<file path="src/rtl/hazard_forward_ctrl_if.sv">
// rtl/hazard_forward_ctrl_if.sv - ID-stage tags in, operand-forwarding selects and stall/freeze controls out
`ifndef LEN_FORW_SEL
`define LEN_FORW_SEL 2
`define FORW_SEL_FROM_ID  2'd0
`define FORW_SEL_FROM_MEM 2'd1
`define FORW_SEL_FROM_WB  2'd2
`endif

interface hazard_forward_ctrl_if #(parameter int REG_ADDR_W = 4);
    localparam int SLOT_W = REG_ADDR_W + 3;

    logic                     id_valid;
    logic [REG_ADDR_W-1:0]    id_src1;
    logic [REG_ADDR_W-1:0]    id_src2;
    logic                     id_two_src;
    logic [REG_ADDR_W-1:0]    id_dest;
    logic                     id_wb_en;
    logic                     id_mem_read;
    logic                     branch_taken;
    logic                     mem_ready;
    logic [`LEN_FORW_SEL-1:0] forw_sel_op1;
    logic [`LEN_FORW_SEL-1:0] forw_sel_op2;
    logic                     hazard_stall;
    logic                     pipe_freeze;
    // {wb, mem, ex}, each {valid, dest, wb_en, mem_read}
    logic [3*SLOT_W-1:0]      slot_dbg;

    modport master (
        output id_valid, id_src1, id_src2, id_two_src, id_dest, id_wb_en, id_mem_read,
               branch_taken, mem_ready,
        input  forw_sel_op1, forw_sel_op2, hazard_stall, pipe_freeze, slot_dbg
    );

    modport slave (
        input  id_valid, id_src1, id_src2, id_two_src, id_dest, id_wb_en, id_mem_read,
               branch_taken, mem_ready,
        output forw_sel_op1, forw_sel_op2, hazard_stall, pipe_freeze, slot_dbg
    );
endinterface

</file>
<file path="src/rtl/hazard_forward_ctrl.sv">
// rtl/hazard_forward_ctrl.sv - EX hazard scheduler: shadow EX/MEM/WB tags, RAW stall, forwarding selects (FORWARDING_EN)
`ifndef LEN_FORW_SEL
`define LEN_FORW_SEL 2
`define FORW_SEL_FROM_ID  2'd0
`define FORW_SEL_FROM_MEM 2'd1
`define FORW_SEL_FROM_WB  2'd2
`endif

module hazard_forward_ctrl #(
    parameter int REG_ADDR_W = 4
) (
    input logic                  clk,
    input logic                  rst,
    hazard_forward_ctrl_if.slave bus
);

    typedef struct packed {
        logic                  valid;
        logic [REG_ADDR_W-1:0] dest;
        logic                  wb_en;
        logic                  mem_read;
    } slot_t;

    slot_t ex_q, ex_d, mem_q, mem_d, wb_q, wb_d;
    slot_t id_slot;

    function automatic logic hit(input slot_t s, input logic [REG_ADDR_W-1:0] src);
        return s.valid && s.wb_en && (s.dest == src);
    endfunction

    assign id_slot = '{valid: 1'b1, dest: bus.id_dest, wb_en: bus.id_wb_en, mem_read: bus.id_mem_read};

    logic src1_ex, src2_ex, src1_mem, src2_mem;
    assign src1_ex  = bus.id_valid & hit(ex_q, bus.id_src1);
    assign src2_ex  = bus.id_valid & bus.id_two_src & hit(ex_q, bus.id_src2);
    assign src1_mem = bus.id_valid & hit(mem_q, bus.id_src1);
    assign src2_mem = bus.id_valid & bus.id_two_src & hit(mem_q, bus.id_src2);

    logic stall;
`ifdef FORWARDING_EN
    // Only a load still in EX cannot be bypassed; everything else forwards.
    assign stall = (src1_ex | src2_ex) & ex_q.mem_read;
`else
    assign stall = src1_ex | src2_ex | src1_mem | src2_mem;
`endif

    logic bubble;
    assign bubble = stall | bus.branch_taken | ~bus.id_valid;

    always_comb begin
        ex_d  = ex_q;
        mem_d = mem_q;
        wb_d  = wb_q;
        if (bus.mem_ready) begin
            wb_d  = mem_q;
            mem_d = ex_q;
            ex_d  = bubble ? '0 : id_slot;
        end
    end

    always_ff @(posedge clk or negedge rst) begin
        if (!rst) begin
            ex_q  <= '0;
            mem_q <= '0;
            wb_q  <= '0;
        end else begin
            ex_q  <= ex_d;
            mem_q <= mem_d;
            wb_q  <= wb_d;
        end
    end

`ifdef FORWARDING_EN
    logic [`LEN_FORW_SEL-1:0] sel1_q, sel1_d, sel2_q, sel2_d;

    // The producer now in EX will sit in MEM when the consumer reaches EX; it is the youngest.
    function automatic logic [`LEN_FORW_SEL-1:0] pick(input logic in_ex, input logic in_mem);
        if (in_ex)  return `FORW_SEL_FROM_MEM;
        if (in_mem) return `FORW_SEL_FROM_WB;
        return `FORW_SEL_FROM_ID;
    endfunction

    always_comb begin
        sel1_d = sel1_q;
        sel2_d = sel2_q;
        if (bus.mem_ready) begin
            sel1_d = bubble ? `FORW_SEL_FROM_ID : pick(src1_ex, src1_mem);
            sel2_d = bubble ? `FORW_SEL_FROM_ID : pick(src2_ex, src2_mem);
        end
    end

    always_ff @(posedge clk or negedge rst) begin
        if (!rst) begin
            sel1_q <= `FORW_SEL_FROM_ID;
            sel2_q <= `FORW_SEL_FROM_ID;
        end else begin
            sel1_q <= sel1_d;
            sel2_q <= sel2_d;
        end
    end

    assign bus.forw_sel_op1 = sel1_q;
    assign bus.forw_sel_op2 = sel2_q;
`else
    assign bus.forw_sel_op1 = `FORW_SEL_FROM_ID;
    assign bus.forw_sel_op2 = `FORW_SEL_FROM_ID;
`endif

    assign bus.hazard_stall = stall;
    assign bus.pipe_freeze  = ~bus.mem_ready;
    assign bus.slot_dbg     = {wb_q, mem_q, ex_q};

endmodule
</file>
<file path="src/flat_wrapper.sv">
// flat-port wrapper written by rule: the top's interface ports become plain ports
module hazard_forward_ctrl_flat 
#(
    parameter int REG_ADDR_W = 4
)
  (clk, rst, bus_id_valid, bus_id_src1, bus_id_src2, bus_id_two_src, bus_id_dest, bus_id_wb_en, bus_id_mem_read, bus_branch_taken, bus_mem_ready, bus_forw_sel_op1, bus_forw_sel_op2, bus_hazard_stall, bus_pipe_freeze, bus_slot_dbg);
  hazard_forward_ctrl_if #(.REG_ADDR_W(REG_ADDR_W)) bus_i ();
  input logic clk;
  input logic rst;
  input wire logic [$bits(bus_i.id_valid)-1:0] bus_id_valid;
  input wire logic [$bits(bus_i.id_src1)-1:0] bus_id_src1;
  input wire logic [$bits(bus_i.id_src2)-1:0] bus_id_src2;
  input wire logic [$bits(bus_i.id_two_src)-1:0] bus_id_two_src;
  input wire logic [$bits(bus_i.id_dest)-1:0] bus_id_dest;
  input wire logic [$bits(bus_i.id_wb_en)-1:0] bus_id_wb_en;
  input wire logic [$bits(bus_i.id_mem_read)-1:0] bus_id_mem_read;
  input wire logic [$bits(bus_i.branch_taken)-1:0] bus_branch_taken;
  input wire logic [$bits(bus_i.mem_ready)-1:0] bus_mem_ready;
  output wire logic [$bits(bus_i.forw_sel_op1)-1:0] bus_forw_sel_op1;
  output wire logic [$bits(bus_i.forw_sel_op2)-1:0] bus_forw_sel_op2;
  output wire logic [$bits(bus_i.hazard_stall)-1:0] bus_hazard_stall;
  output wire logic [$bits(bus_i.pipe_freeze)-1:0] bus_pipe_freeze;
  output wire logic [$bits(bus_i.slot_dbg)-1:0] bus_slot_dbg;
  assign bus_i.id_valid = bus_id_valid;
  assign bus_i.id_src1 = bus_id_src1;
  assign bus_i.id_src2 = bus_id_src2;
  assign bus_i.id_two_src = bus_id_two_src;
  assign bus_i.id_dest = bus_id_dest;
  assign bus_i.id_wb_en = bus_id_wb_en;
  assign bus_i.id_mem_read = bus_id_mem_read;
  assign bus_i.branch_taken = bus_branch_taken;
  assign bus_i.mem_ready = bus_mem_ready;
  assign bus_forw_sel_op1 = bus_i.forw_sel_op1;
  assign bus_forw_sel_op2 = bus_i.forw_sel_op2;
  assign bus_hazard_stall = bus_i.hazard_stall;
  assign bus_pipe_freeze = bus_i.pipe_freeze;
  assign bus_slot_dbg = bus_i.slot_dbg;
  hazard_forward_ctrl #(.REG_ADDR_W(REG_ADDR_W)) u_core (.clk(clk), .rst(rst), .bus(bus_i));
endmodule
</file>
<file path="config.mk">
export PLATFORM = sky130hd
export DESIGN_NAME = hazard_forward_ctrl_flat
export DESIGN_NICKNAME = d
export VERILOG_FILES = /design/src/rtl/hazard_forward_ctrl_if.sv /design/src/rtl/hazard_forward_ctrl.sv /design/src/flat_wrapper.sv
export SDC_FILE = /design/constraint.sdc
export NUM_CORES = 1
export LEC_CHECK = 0
export BUFFER_PORTS_ARGS = -buffer_cell sky130_fd_sc_hd__buf_2
export CAP_MARGIN = 20
export CORE_MARGIN = 3
export CORE_UTILIZATION = 40
export CTS_CLUSTER_SIZE = 30
export DETAILED_ROUTE_END_ITERATION = 10
export PLACE_DENSITY_LB_ADDON = 0.1
export SYNTH_ARGS = -nofsm -noshare
export SYNTH_HDL_FRONTEND = slang
export SYNTH_SLANG_ARGS = --single-unit
</file>
<file path="constraint.sdc">
create_clock -name clk -period 1.8 [get_ports clk]
set_clock_uncertainty 0.2 [all_clocks]
set_input_delay 0.09 -clock clk [delete_from_list [all_inputs] [get_ports clk]]
set_output_delay 0.09 -clock clk [all_outputs]
set_load 0.03 [all_outputs]
</file>
Word-level counts from Yosys, hierarchy flattened --
Index checks and enable logic that the tools add are counted.
Word-level totals: flip-flop bits (word level) 21, bits of input ports 20, logic and storage cells 35
Cells by class: eq/ne operators 4, multiplexer cells 1, bitwise logic cells 12, reductions and logical operators 6
Operators with widths (count):
- == test 4 bit | 4
- two-way mux 7 bit | 1
- logical AND 1 bit | 6
- bitwise AND 1 bit | 5
- OR 1 bit | 5
- inverter 1 bit | 2

Logic depth before layout (Yosys ltp) --
Gate-level depths: netlist of the first run.
depth after elaboration 9, depth in mapped cells 5, depth with buffers taken out 5

Worst setup path after synthesis of the first run --
OpenSTA, ideal clock, no wires.
path kind reg-to-output, start point register u_core.mem_q, in the netlist u_core.bus.slot_dbg[9], end point output port bus_hazard_stall, arrival 1710 ps, data required time 1510 ps, slack -200 ps, cell stages (with the launch flop) 5, path buffers 0, cell sequence dfrtp_1 xor2_1 or4_4 o41ai_4 o21a_1
Between the ends: cells in the longest elaborated chain, start to end 5
Ends and longest elaborated chain:
- from (decl) | RTL line hazard_forward_ctrl.sv:24 | slot_t ex_q, ex_d, mem_q, mem_d, wb_q, wb_d;
- from (signal assigned) | RTL line hazard_forward_ctrl.sv:68 | mem_q <= mem_d;
- == test 4 bit | RTL line hazard_forward_ctrl.sv:28 | return s.valid && s.wb_en && (s.dest == src);
- logical AND 1 bit | RTL line hazard_forward_ctrl.sv:28
- bitwise AND 1 bit | RTL line hazard_forward_ctrl.sv:36 | assign src1_mem = bus.id_valid & hit(mem_q, bus.id_src1);
- OR 1 bit | RTL line hazard_forward_ctrl.sv:44 | assign stall = src1_ex | src2_ex | src1_mem | src2_mem;
- OR 1 bit * | RTL line hazard_forward_ctrl.sv:44
- to (decl) | RTL line flat_wrapper.sv:21 | output wire logic [$bits(bus_i.hazard_stall)-1:0] bus_hazard_stall;
Every way passes the cells marked *; elsewhere a longest branch is shown, timed or not.

Worst setup path in the final report of the first run --
start point register u_core.mem_q, in the netlist u_core.bus.slot_dbg[10], end point output port bus_hazard_stall
The elaborated chain is that of the path after synthesis.

==> results of run 1 <==
## routing by layer
metal	up-vias	wire [um]	GRT usage [%]	share of wire, %
met5	-	0	0	0
met4	0	39	7.95	1.4
met3	4	130	2.19	4.8
met2	25	1370	30.1	50
met1	453	1180	23.2	43
li1	456	-	-	-
## per-stage QoR
step | worst slack [ns] | power (uW) | utilization (%)
2_1_floorplan | -0.0476 | 747 | -
3_3_place_gp | -0.0399 | 856 | 55.1
3_5_place_dp | -0.0727 | 861 | 55.1
4_1_cts | -0.316 | 1120 | 64.3
5_1_grt | -0.372 | 1180 | 65.2
6_report | -0.300 | 1120 | 65.2
## critical path: stages, from the launching register on
cell and delay (ns):
dfrtp_2 0.45, xnor2_2 0.12, nand4_1 0.11, or4_4 0.44, o41ai_4 0.08, o21a_2 0.18
buf_6 0.13
## area by class of cell
cell class	count	area (sq um)
Sequential cell	21	531
Tap cell	30	37.5
Inverter	8	30.0
Clock inverter	1	5.00
Clock buffer	3	22.5
Fill cell	209	886
Timing Repair Buffer	70	473
Multi-Input combinational cell	58	561
## synthesized netlist by cell type (all sizes together)
master / instances
nor3: 1
xor2: 10
mux2: 14
nand2: 1
o32ai: 7
nand4: 3
xnor2: 6
conb: 1
buf: 5
or4: 1
nand3: 7
o21a: 1
clkbuf: 3
dfrtp: 21
nor2b: 1
o41ai: 2
inv: 8
## cell usage in the layout (no fill, tap or decap), types with 5 or more instances in the layout
cell type,count
xnor2_1,5
nand3_1,7
xor2_1,10
buf_4,11
dlygate4sd3_1,14
mux2_1,14
buf_2,41
inv_1,7
dfrtp_1,17
## report_power, final
part           leakage [uW]  switching [uW]  internal, uW
sequential         0.000275            28.1           513
combinational      0.000586             208           141
clock             0.0000177             143          82.8
## cells by family (layout without fill, tap and decap cells)
family                    after synthesis  in the layout  synth area share, %
muxes                                  14             14                 14.4
xor gates and xnor gates               16             16                 12.8
buffers and inverters                  16             82                 6.96
other                                   1              4                0.342
AOI/OAI and AO/OA                      10             10                 10.3
DFF                                    21             21                 47.9
and+or+nand+nor                        14             14                 7.31
## how the worst max path moves through the flow
stage / from / endpoint / slack (ns)
detailed placement: u_core.bus.slot_dbg[10]$_DFFE_PN0P_ / u_core.bus.slot_dbg[2]$_DFFE_PN0P_ / -0.07
global route: u_core.bus.slot_dbg[10]$_DFFE_PN0P_ / bus_hazard_stall / -0.37
finish: u_core.bus.slot_dbg[10]$_DFFE_PN0P_ / bus_hazard_stall / -0.30
CTS: u_core.bus.slot_dbg[12]$_DFFE_PN0P_ / bus_hazard_stall / -0.32
global placement: u_core.bus.slot_dbg[10]$_DFFE_PN0P_ / bus_hazard_stall / -0.04
floorplan: u_core.bus.slot_dbg[9]$_DFFE_PN0P_ / bus_hazard_stall / -0.05
## repair_timing
action	4_1_cts	5_1_grt
setup buffers	4	1
hold endpoints to repair	28	0
pin swaps	6	5
hold buffers	14	0
setup endpoints to repair	4	8
resized for setup	7	4
==> impl_metrics.env, run 1 <==
export IMPL_worstSetupPathType="reg2out"
export IMPL_rsz0062_at_grt="true"
export IMPL_clk_latency_ns=0.30
export IMPL_r2r_end="u_core.bus.slot_dbg[3]$_DFFE_PN0P_"
export IMPL_cts_max_level=1
export IMPL_yosys_warnings=0
export IMPL_synth_area_leader_cell="dfrtp_1"
export IMPL_drv_slew=0
export IMPL_fin_crit_ns=2.10
export IMPL_crit_path_end_kind="output pin"
export IMPL_port_buffers=42
export IMPL_crit_required_ns=1.51
export IMPL_cp_arrival_ns=1.81
export IMPL_p_leak_uw=0.000879
export IMPL_wl_um=2720
export IMPL_largest_reg_flops=21
export IMPL_dr_pass1_iters=3
export IMPL_status="complete, but fails checks"
export IMPL_placedCellCount=169
export IMPL_finalHoldViolations=0
export IMPL_ff2ff_setup_slack_ns=-0.13
export IMPL_die_area_sq_mm=0.00340
export IMPL_clk_pin_slew_ns=0.12
export IMPL_postPlaceCellArea_sq_mm=0.00140
export IMPL_start_util_pct=43.1
export IMPL_synth_top_area_share_pct=47.9
export IMPL_viasPerCell=4.91
export IMPL_finalInstanceArea_sq_mm=0.00166
export IMPL_grt_pass1_wl_um=4640
export IMPL_final_nets=182
export IMPL_die_h_um=58.3
export IMPL_layout_drive_gt1_share_pct=46.6
export IMPL_grt_usage_pct=18.0
export IMPL_path_max_fanout=2
export IMPL_drc_errors=0
export IMPL_hp_class="in2async"
export IMPL_cts_sinks=21
export IMPL_synth_cells=92
export IMPL_worstReg2RegStart="u_core.bus.slot_dbg[10]$_DFFE_PN0P_"
export IMPL_grt_max_degree=30
export IMPL_power_density_mw_per_mm2=673
export IMPL_grt_pass1_vias=992
export IMPL_irDropWorstVdd_mv=0.456
export IMPL_syn_area_per_cell_sq_um=11.9
export IMPL_worstMarginPinSlew_ns=0.621
export IMPL_yosys_top_cells_area="dfrtp_1 (48%), mux2_1 (14%), xor2_1 (8.0%)"
export IMPL_pin_count=47
export IMPL_cts_buffer_depth=2
export IMPL_core_area_sq_mm=0.00254
export IMPL_critPathLaunchType="flop"
export IMPL_ys_types=20
export IMPL_synth_seq_area_share_pct=47.9
export IMPL_drtIter0Drc=15
export IMPL_setup_viol=8
export IMPL_cts_tree="yes"
export IMPL_die_w_um=58.3
export IMPL_area_delta_synth_final_pct=51.4
export IMPL_antenna_cells=0
export IMPL_fin_hold_ws_ns=0.0612
export IMPL_rows=18
export IMPL_syn_area_sq_mm=0.00110
export IMPL_violations="setup timing"
export IMPL_fin_tns_setup_ns=-0.859
export IMPL_hpwlAfterDp_um=1820
export IMPL_r2r_cells=7
export IMPL_cts_made_buffers=3
export IMPL_vias=938
export IMPL_ant_nets=0
export IMPL_cap_viol_max_count=0
export IMPL_fin_ws_ns=-0.300
export IMPL_antenna_found_initial=0
export IMPL_wl_per_cell_um=14.2
export IMPL_root_buffer="clkbuf_4"
export IMPL_layout_cells_non_filler=191
export IMPL_routabilityCongestion=0.837
export IMPL_ys_ff_latch=21
export IMPL_fin_crit_sh_pct=117
export IMPL_max_clock_freq_mhz=476
export IMPL_relSlewSlack_pct=58.6
export IMPL_grt_overflow_total=0
Note: power is estimated with default switching activity, not from simulation.
==> run 2, diff against run 1 <==
--- a/config.mk
+++ b/config.mk
@@ -8,10 +8,11 @@
 export BUFFER_PORTS_ARGS = -buffer_cell sky130_fd_sc_hd__buf_2
 export CAP_MARGIN = 20
 export CORE_MARGIN = 3
-export CORE_UTILIZATION = 40
+export CORE_UTILIZATION = 42
 export CTS_CLUSTER_SIZE = 30
 export DETAILED_ROUTE_END_ITERATION = 10
 export PLACE_DENSITY_LB_ADDON = 0.1
+export SLEW_MARGIN = 25
 export SYNTH_ARGS = -nofsm -noshare
 export SYNTH_HDL_FRONTEND = slang
 export SYNTH_SLANG_ARGS = --single-unit
==> impl_metrics.env, run 2 (synthesis results as in run 1) <==
export IMPL_status="complete, but fails checks"
export IMPL_violations="setup timing"
export IMPL_crit_path_end_kind="output pin"
export IMPL_vias=921
export IMPL_grt_usage_pct=17.4
export IMPL_max_clock_freq_mhz=474
export IMPL_die_h_um=57.1
export IMPL_core_area_sq_mm=0.00234
export IMPL_cp_arrival_ns=1.82
export IMPL_fin_crit_ns=2.11
export IMPL_critPathLaunch="u_core.bus.slot_dbg[9]$_DFFE_PN0P_"
export IMPL_layout_drive_gt1_share_pct=45.2
export IMPL_r2r_cells=6
export IMPL_clk_pin_slew_ns=0.12
export IMPL_postLayoutCoreUtil_pct=71.1
export IMPL_hpwlAfterDp_um=1750
export IMPL_antenna_cells=0
export IMPL_crit_required_ns=1.51
export IMPL_final_cell_mix="buf_2 (41), dfrtp_1 (17), mux2_1 (14), dlygate4sd3_1 (14), xor2_1 (10)"
export IMPL_largest_reg_flops=21
export IMPL_final_nets=176
export IMPL_clk_latency_ns=0.31
export IMPL_grt_pass1_wl_um=4510
export IMPL_fin_tns_setup_ns=-1.29
export IMPL_drc_errors=0
export IMPL_die_area_sq_mm=0.00326
export IMPL_relSlewSlack_pct=51.3
export IMPL_cts_tree="yes"
export IMPL_cts_buffer_depth=2
export IMPL_start_util_pct=46.8
export IMPL_cap_viol_max_count=0
export IMPL_fin_hold_ws_ns=0.0577
export IMPL_worstReg2RegStart="u_core.bus.slot_dbg[9]$_DFFE_PN0P_"
export IMPL_fin_ws_ns=-0.311
export IMPL_drv_slew=0
export IMPL_rows=17
export IMPL_dr_pass1_iters=4
export IMPL_cp_endpoint="bus_hazard_stall"
export IMPL_cts_made_buffers=3
export IMPL_mostFrequentLayoutCell="buf_2"
export IMPL_drtIter0Drc=28
export IMPL_grt_max_degree=30
export IMPL_cts_sinks=21
export IMPL_pin_count=47
export IMPL_antenna_found_initial=0
export IMPL_ff2ff_setup_slack_ns=-0.15
export IMPL_hp_class="in2async"
export IMPL_power_density_mw_per_mm2=672
export IMPL_ant_nets=0
export IMPL_root_buffer="clkbuf_4"
export IMPL_p_leak_uw=0.000859
export IMPL_fin_crit_sh_pct=117
export IMPL_r2r_end="u_core.bus.slot_dbg[6]$_DFFE_PN0P_"
export IMPL_setup_viol=8
export IMPL_worstSetupPathType="reg2out"
export IMPL_port_buffers=42
export IMPL_irDropWorstVdd_mv=0.521
export IMPL_path_max_fanout=4
export IMPL_grt_pass1_vias=975
export IMPL_worstMarginPinSlew_ns=0.731
export IMPL_grt_overflow_total=0
export IMPL_cts_max_level=1
export IMPL_critPathLaunchType="flop"
export IMPL_viasPerCell=5.03
export IMPL_area_delta_synth_final_pct=51.7
export IMPL_routabilityCongestion=0.756
export IMPL_rsz0062_at_grt="true"
export IMPL_finalHoldViolations=0
export IMPL_wl_per_cell_um=15.5
export IMPL_wl_um=2840
export IMPL_die_w_um=57.1
-- run 2: cell count changes in the layout (fill, tap and decap cells not counted), sizes merged --
cell,before,now
clkinv,1,0
buf,56,50
clkbuf,3,4
-- run 2: layout make-up --
type | instances | area (sq um)
Timing Repair Buffer | 64 | 429
Tap cell | 28 | 35.0
Sequential cell | 21 | 531
Fill cell | 177 | 677
Multi-Input combinational cell | 58 | 612
Inverter | 8 | 30.0
Clock buffer | 4 | 26.3
-- run 2: power by group --
group          switching, uW  internal [uW]
Combinational            203            133
Sequential              35.9            513
Clock                    146           86.6
-- run 2: metal layers --
| metal | part of all wire (%) | vias to the layer above | wire (um) | track usage, % |
|---|---|---|---|---|
| li1 | - | 441 | - | - |
| met1 | 46 | 442 | 1320 | 24.1 |
| met2 | 47 | 33 | 1330 | 28.1 |
| met3 | 5.2 | 5 | 147 | 2.26 |
| met4 | 1.5 | 0 | 44 | 5.96 |
| met5 | 0 | - | 0 | 0 |
-- run 2: how the worst min path moves through the flow --
stage          from  cells past startpoint                                   to  slack (ns)
6_report        rst                      2  u_core.bus.slot_dbg[14]$_DFFE_PN0P_        0.06
2_1_floorplan   rst                      0   u_core.bus.slot_dbg[0]$_DFFE_PN0P_       -0.41
3_3_place_gp    rst                      1  u_core.bus.slot_dbg[17]$_DFFE_PN0P_       -0.13
5_1_grt         rst                      2  u_core.bus.slot_dbg[14]$_DFFE_PN0P_        0.10
4_1_cts         rst                      2  u_core.bus.slot_dbg[17]$_DFFE_PN0P_        0.07
3_5_place_dp    rst                      1  u_core.bus.slot_dbg[17]$_DFFE_PN0P_       -0.12
-- run 2: stage by stage --
step                      total power, uW  cell area, sq um  setup WS, ns  std cells
after floorplan                       747              1120       -0.0476         95
after global placement                845              1370       -0.0659        163
after detailed placement              849              1370       -0.0579        163
after CTS                            1110              1590        -0.314        182
after global routing                 1170              1660        -0.388        183
final                                1120              1660        -0.311        183
-- run 2: worst max-delay path, cell delays in order, from the launching register on --
cell and delay [ns]:
dfrtp_2 0.45, xor2_1 0.15, or4_4 0.54, o41ai_4 0.07, o21a_2 0.17, buf_6 0.12
-- run 2: repair_timing --
item,CTS,global route
pin swaps,3,4
endpoints found under the setup margin,8,8
hold buffers,14,0
gates resized for setup,7,9
hold endpoints to repair,28,0
setup buffers,1,1
